<file path="src/rtl/pio_led_pkg.sv">
// Shared constants for the LED PIO slave: bus width and the word address map.
package pio_led_pkg;
    localparam int DATA_BUS_W = 32;
    localparam int ADDR_W     = 3;

    localparam logic [ADDR_W-1:0] ADDR_DATA   = 3'd0;
    localparam logic [ADDR_W-1:0] ADDR_BLINK  = 3'd1;
    localparam logic [ADDR_W-1:0] ADDR_SET    = 3'd2;
    localparam logic [ADDR_W-1:0] ADDR_CLR    = 3'd3;
    localparam logic [ADDR_W-1:0] ADDR_PERIOD = 3'd4;
    localparam logic [ADDR_W-1:0] ADDR_DUTY   = 3'd5;
endpackage

</file>
<file path="src/rtl/pio_led_ctrl_if.sv">
// Avalon-MM slave port of the LED PIO.
// Zero-wait-state: a write is accepted whenever chipselect=1 and write_n=0 and lands
// on the next clk edge; readdata is valid combinationally whenever address is stable.
interface pio_led_ctrl_if;
    import pio_led_pkg::*;

    logic [ADDR_W-1:0]     address;
    logic                  chipselect;
    logic                  write_n;
    logic [DATA_BUS_W-1:0] writedata;
    logic [DATA_BUS_W-1:0] readdata;

    modport master (output address, chipselect, write_n, writedata, input readdata);
    modport slave  (input address, chipselect, write_n, writedata, output readdata);
endinterface

</file>
<file path="src/rtl/led_blink_prescaler.sv">
// Blink prescaler: counts 0..period then toggles phase; restart forces cnt and phase to 0.
module led_blink_prescaler #(
    parameter int PERIOD_W = 24
) (
    input  logic                clk,
    input  logic                reset_n,
    input  logic [PERIOD_W-1:0] period,
    input  logic                restart,
    output logic [PERIOD_W-1:0] cnt,
    output logic                phase
);

    // Restart wins over the terminal-count toggle so a period rewrite is deterministic.
    always_ff @(posedge clk or negedge reset_n) begin
        if (!reset_n) begin
            cnt   <= '0;
            phase <= 1'b0;
        end else if (restart) begin
            cnt   <= '0;
            phase <= 1'b0;
        end else if (cnt >= period) begin
            cnt   <= '0;
            phase <= ~phase;
        end else begin
            cnt <= cnt + PERIOD_W'(1);
        end
    end

endmodule

</file>
<file path="src/rtl/pio_led_ctrl.sv">
// Avalon-MM LED output PIO with atomic set/clear, per-bit blink and blink prescaler.
// Optional PWM dimming via the PIO_LED_PWM_EN macro (DUTY register at word 5).
module pio_led_ctrl
    import pio_led_pkg::*;
#(
    parameter int                  WIDTH          = 18,
    parameter int                  PERIOD_W       = 24,
    parameter logic [PERIOD_W-1:0] DEFAULT_PERIOD = PERIOD_W'(12_500_000)
) (
    input  logic              clk,
    input  logic              reset_n,
    pio_led_ctrl_if.slave     bus,
    output logic [WIDTH-1:0]  out_port,
    output logic              blink_phase
);

    logic                wr;
    logic [WIDTH-1:0]    wd;
    logic [WIDTH-1:0]    data_q;
    logic [WIDTH-1:0]    blink_q;
    logic [PERIOD_W-1:0] period_q;
    logic [PERIOD_W-1:0] cnt;
    logic                restart;
    logic                phase;
    logic                pwm_on;
    logic [DATA_BUS_W-1:0] rdata;
    logic                unused_bits;

    assign wr          = bus.chipselect & ~bus.write_n;
    assign wd          = bus.writedata[WIDTH-1:0];
    assign restart     = wr && (bus.address == ADDR_PERIOD);
    assign unused_bits = ^bus.writedata;

    always_ff @(posedge clk or negedge reset_n) begin
        if (!reset_n) begin
            data_q   <= '0;
            blink_q  <= '0;
            period_q <= DEFAULT_PERIOD;
        end else if (wr) begin
            case (bus.address)
                ADDR_DATA:   data_q   <= wd;
                ADDR_BLINK:  blink_q  <= wd;
                ADDR_SET:    data_q   <= data_q | wd;
                ADDR_CLR:    data_q   <= data_q & ~wd;
                ADDR_PERIOD: period_q <= bus.writedata[PERIOD_W-1:0];
                default:     ;
            endcase
        end
    end

    led_blink_prescaler #(.PERIOD_W(PERIOD_W)) u_prescaler (
        .clk     (clk),
        .reset_n (reset_n),
        .period  (period_q),
        .restart (restart),
        .cnt     (cnt),
        .phase   (phase)
    );

`ifdef PIO_LED_PWM_EN
    logic [7:0] duty_q;
    logic [7:0] pwm_cnt;

    always_ff @(posedge clk or negedge reset_n) begin
        if (!reset_n) begin
            duty_q  <= 8'hFF;
            pwm_cnt <= 8'd0;
        end else begin
            pwm_cnt <= pwm_cnt + 8'd1;
            if (wr && (bus.address == ADDR_DUTY))
                duty_q <= bus.writedata[7:0];
        end
    end

    // Full scale is special-cased so DUTY=255 means always on, not 255/256.
    assign pwm_on = (duty_q == 8'hFF) | (pwm_cnt < duty_q);
`else
    assign pwm_on = 1'b1;
`endif

    always_comb begin
        rdata = '0;
        case (bus.address)
            ADDR_DATA:   rdata[WIDTH-1:0]    = data_q;
            ADDR_BLINK:  rdata[WIDTH-1:0]    = blink_q;
            ADDR_PERIOD: rdata[PERIOD_W-1:0] = period_q;
`ifdef PIO_LED_PWM_EN
            ADDR_DUTY:   rdata[7:0]          = duty_q;
`endif
            default:     rdata = '0;
        endcase
    end

    assign bus.readdata = rdata;
    assign blink_phase  = phase;
    assign out_port     = data_q & (~blink_q | {WIDTH{phase}}) & {WIDTH{pwm_on}};

endmodule
</file>
<file path="src/flat_wrapper.sv">
// flat-port wrapper written by rule: the top's interface ports become plain ports
module pio_led_ctrl_flat import pio_led_pkg::*;
#(
    parameter int                  WIDTH          = 18,
    parameter int                  PERIOD_W       = 24,
    parameter logic [PERIOD_W-1:0] DEFAULT_PERIOD = PERIOD_W'(12_500_000)
)
  (clk, reset_n, out_port, blink_phase, bus_address, bus_chipselect, bus_write_n, bus_writedata, bus_readdata);
  pio_led_ctrl_if bus_i ();
  input  logic clk;
  input  logic reset_n;
  output logic [WIDTH-1:0] out_port;
  output logic blink_phase;
  input wire logic [$bits(bus_i.address)-1:0] bus_address;
  input wire logic [$bits(bus_i.chipselect)-1:0] bus_chipselect;
  input wire logic [$bits(bus_i.write_n)-1:0] bus_write_n;
  input wire logic [$bits(bus_i.writedata)-1:0] bus_writedata;
  output wire logic [$bits(bus_i.readdata)-1:0] bus_readdata;
  assign bus_i.address = bus_address;
  assign bus_i.chipselect = bus_chipselect;
  assign bus_i.write_n = bus_write_n;
  assign bus_i.writedata = bus_writedata;
  assign bus_readdata = bus_i.readdata;
  pio_led_ctrl #(.WIDTH(WIDTH), .PERIOD_W(PERIOD_W), .DEFAULT_PERIOD(DEFAULT_PERIOD)) u_core (.clk(clk), .reset_n(reset_n), .bus(bus_i), .out_port(out_port), .blink_phase(blink_phase));
endmodule
</file>
<file path="config.mk">
export PLATFORM = sky130hd
export DESIGN_NAME = pio_led_ctrl_flat
export DESIGN_NICKNAME = d
export VERILOG_FILES = /design/src/rtl/pio_led_pkg.sv /design/src/rtl/pio_led_ctrl_if.sv /design/src/rtl/led_blink_prescaler.sv /design/src/rtl/pio_led_ctrl.sv /design/src/flat_wrapper.sv
export SDC_FILE = /design/constraint.sdc
export NUM_CORES = 1
export LEC_CHECK = 0
export BUFFER_PORTS_ARGS = -buffer_cell sky130_fd_sc_hd__buf_2
export CAP_MARGIN = 20
export CORE_ASPECT_RATIO = 0.9
export CORE_UTILIZATION = 35
export CTS_BUF_LIST = sky130_fd_sc_hd__clkbuf_4 sky130_fd_sc_hd__clkbuf_8 sky130_fd_sc_hd__clkbuf_16
export DETAILED_ROUTE_END_ITERATION = 8
export GPL_ROUTABILITY_DRIVEN = 0
export GPL_TIMING_DRIVEN = 0
export SLEW_MARGIN = 5
export SYNTH_ARGS = -nofsm -noshare
export SYNTH_HDL_FRONTEND = slang
export SYNTH_HIERARCHICAL = 1
export SYNTH_SLANG_ARGS = --single-unit
</file>
<file path="constraint.sdc">
create_clock -name clk -period 2.5 [get_ports clk]
set_input_delay 0.625 -clock clk [delete_from_list [all_inputs] [get_ports clk]]
set_output_delay 0.625 -clock clk [all_outputs]
set_load 0.1 [all_outputs]
</file>
==> impl_results.md <==
* DRT Pass-1 Iters at 4
* Largest fanout on the critical path at 4
* Final setup violation count at 1
* Final Max Slew Viols at 0
* Prevailing post-synth register cell: dfrtp_1
* Post-DP Area at 6050 sq um
* Std-Cell Rows at 41
* Share of flip-flops with an asynchronous set or reset at 100%
* Initial DRC Count at 150
* Skew-Pair Late Insertion Delay at 0.34 ns
* Starting Density at 36.0%
* Antenna violations before repair at 0
* Die height at 116 microns
* Worst path required time at 2.73 ns
* Post-Synthesis Cells at 491
* CTS Buffer Depth at 2
* F_max at 393 MHz
* Worst Hold Class: in -> async
* Largest net degree at the start of global routing at 45
* Place WS at -0.469 ns
* Final instance area at 6830 sq um
* Vias in the first global route at 3933
* Status: finished with violations
* Detail Placement HPWL at 9.30 mm
* Die width at 129 microns
* Worst Setup Path Type: reg -> reg
* Most frequent cell after synthesis: dfrtp_1
* Layout cells sized above 1 at 43.6%
* Top-area cell type share of the netlist area at 36.1%
* Die ar. at 14900 sq um
* Post-synth top cells: dfrtp_1, nand2_1, mux2_2
* PwrDens at 911 nW/um^2
* Violated checks: setup timing
* Final period util at 102%
* Cell taking the most area after synthesis: dfrtp_1
* Via-per-instance ratio at 4.98
* Crit start category: register
* Yosys warns at 6
* CTS sink count at 85
* Final hold violations at 0
* Ant diodes at 0
* P_leak at 3.18 nW
* Worst vdd ir at 567 uV
* Clk_skew at 0.00669 ns
* Synth Area in Adders at 6.19%
* Yosys cell types at 47
* Post-route minimum period at 2.54 ns
* #FFs+latches synth at 85
* Synth Area in XOR/XNOR at 3.81%
* Fill count at 1296
* Compound-Gate Fraction of Synth Area at 11.0%
* Congestion Overflow GR at 0
* Worst-Margin Slew at 0.706 ns
* Fraction of the yosys area taken by sequential cells at 42.4%
* Max cap viols at 0
* # port buffers at 73
* Io pins at 90
* Drt wl/cell at 16.1 microns
* Core area at 14100 sq um
* Tot Pwr at 6.22 mW
* Crit. End Element: register
* Num CTS Buffers at 9
* Worst-path clk slew at 0.06 ns
* Mux contribution to synthesized area at 13.2%
* Number of flops mapped to enable cells by yosys at 0
* H-tree levels at 3
* Synth Area in Simple Gates at 16.8%
* Main combinational cell family by area after synthesis: simple AND/OR/NAND/NOR gates
* Area grow syn2layout at 35.2%
* Max_slew headroom at 52.5%
* RSZ-0062 raised after global routing: true
* CTS root buf: clkbuf_16
* Worst endpoint data arrival time at 2.77 ns
* Tot GR Track Use at 18.4%
* First-pass GRT wire length at 20.8 mm
* Net count reported at finish at 655
* Util after Layout at 48.6%
* CTS tree: done
* Syn avg cell area at 10.3 sq um
* Drt drc at 0
* Area contributors post-synth: dfrtp_1, mux2_2, dfstp_2
* Fin worst setup slack at -0.0439 ns
* Routed Wire Length at 12.7 mm
* Mapped Area at 5060 sq um
* DR vias at 3927
* Post-DRT Antenna Nets at 0
[flip-flops by register name (all words and copies together), names as in the netlist]
name                      count
u_core/u_prescaler/cnt       24
u_core/blink_q               18
u_core/period_q              24
u_core/data_q                18
u_core/u_prescaler/phase      1
[final cells by class]
class / instances / area (sq um) / area share [%]
plain buffers: 29 / 259 / 3.79
clock buffers: 11 / 253 / 3.70
clock inverters: 5 / 106 / 1.56
inverters: 31 / 120 / 1.76
multi-input cells: 352 / 2990 / 43.8
flip-flops and latches: 85 / 2150 / 31.4
well taps: 193 / 241 / 3.53
repair buffers: 83 / 718 / 10.5
[layer usage]
| layer | up-vias | part of all wire (%) | track usage, % |
|---|---|---|---|
| li1 | 1902 | - | - |
| met1 | 1939 | 48 | 25.1 |
| met2 | 79 | 47 | 29.0 |
| met3 | 7 | 4.3 | 4.99 |
| met4 | 0 | 0.84 | 4.47 |
| met5 | - | 0 | 0 |
[cells in the final DEF, fill, tap and decap left out, types with 2 or more instances in the layout]
cell type   synthesis  routed
or2_2              19       8
clkinvlp_4          0       2
a221o_1            18      18
a21boi_4            0      10
dfrtp_1            73      72
a21boi_2            0       8
mux2_2             41      41
buf_4               9      38
buf_2               7      43
xnor2_1            13      13
a21oi_4             0      13
clkbuf_16           0       9
nor2b_4             0       2
a21oi_1            26       7
mux2i_1            18      18
or2_4               0      11
conb_1              1       8
nand2b_4            2       2
dfstp_2            12      12
inv_1              30      29
nand3_1            10      10
buf_12              0      13
nand2_1            49      49
ha_1               25      24
nor4_1              3       3
nor3_1              2       2
nor2_1             35      34
bufinv_16           0       3
nand4_1             6       6
and2_2              0       6
xor2_1              9       9
o21ai_0             4       3
buf_6               7      13
clkbuf_8            0       4
and3_1             20      20
a21oi_2             0       6
[metrics by stage]
stage,hold WS (ns),std cells,setup TNS [ns]
finish,0.271,789,-0.0439
global route,0.305,789,-1.28
CTS,0.292,789,-0.0381
detailed placement,0.504,765,-9.69
global placement,0.506,764,-9.45
floorplan,0.329,498,-0.928
[power by group]
group / internal (mW) / switching, mW / leakage [nW]
Sequential: 1.67 / 0.263 / 1.00
Clock: 1.03 / 0.555 / 0.172
Combinational: 0.906 / 1.80 / 2.00
Total: 3.61 / 2.61 / 3.18
[worst paths after layout]
kind / startpoint / end / slack (ns) / cells after the start
worst min-delay path: reset_n / u_core/period_q[22] / 0.27 / 1
worst max-delay path: u_core/period_q[0] / u_core/u_prescaler/phase / -0.04 / 7
min in group clk: bus_writedata[20] / u_core/period_q[20] / 0.52 / 2
worst min register to register: u_core/period_q[6] / u_core/period_q[6] / 0.53 / 1
worst max register to register: u_core/period_q[0] / u_core/u_prescaler/phase / -0.04 / 7
max in group asynchronous: reset_n / u_core/period_q[15] / 1.55 / 2
[kinds of logic after synthesis]
group,Yosys count
multiplexers,61
adder cells (fa/ha/maj),25
other,1
XOR/XNOR,22
flip-flops,85
AO/OA/AOI/OAI,74
buffers and inverters,61
AND/OR/NAND/NOR,162
[worst max-delay path, stage by stage, from the launching register on]
cell	delay, ns
dfrtp_1	0.38
ha_1	0.29
nand2b_4	0.15
a2111oi_4	0.31
a2111oi_2	0.07
o311a_1	0.34
or4b_4	0.57
mux2_4	0.32
[repair_timing]
| action | 4_1_cts | 5_1_grt |
|---|---|---|
| endpoints found under the hold margin | 0 | 0 |
| gates cloned | 1 | 0 |
| pin swaps | 6 | 7 |
| gates resized for setup | 98 | 13 |
| endpoints found under the setup margin | 56 | 36 |
| setup buffers | 8 | 0 |
| hold buffers | 0 | 0 |
No activity file was read; power rests on OpenSTA's default activity.
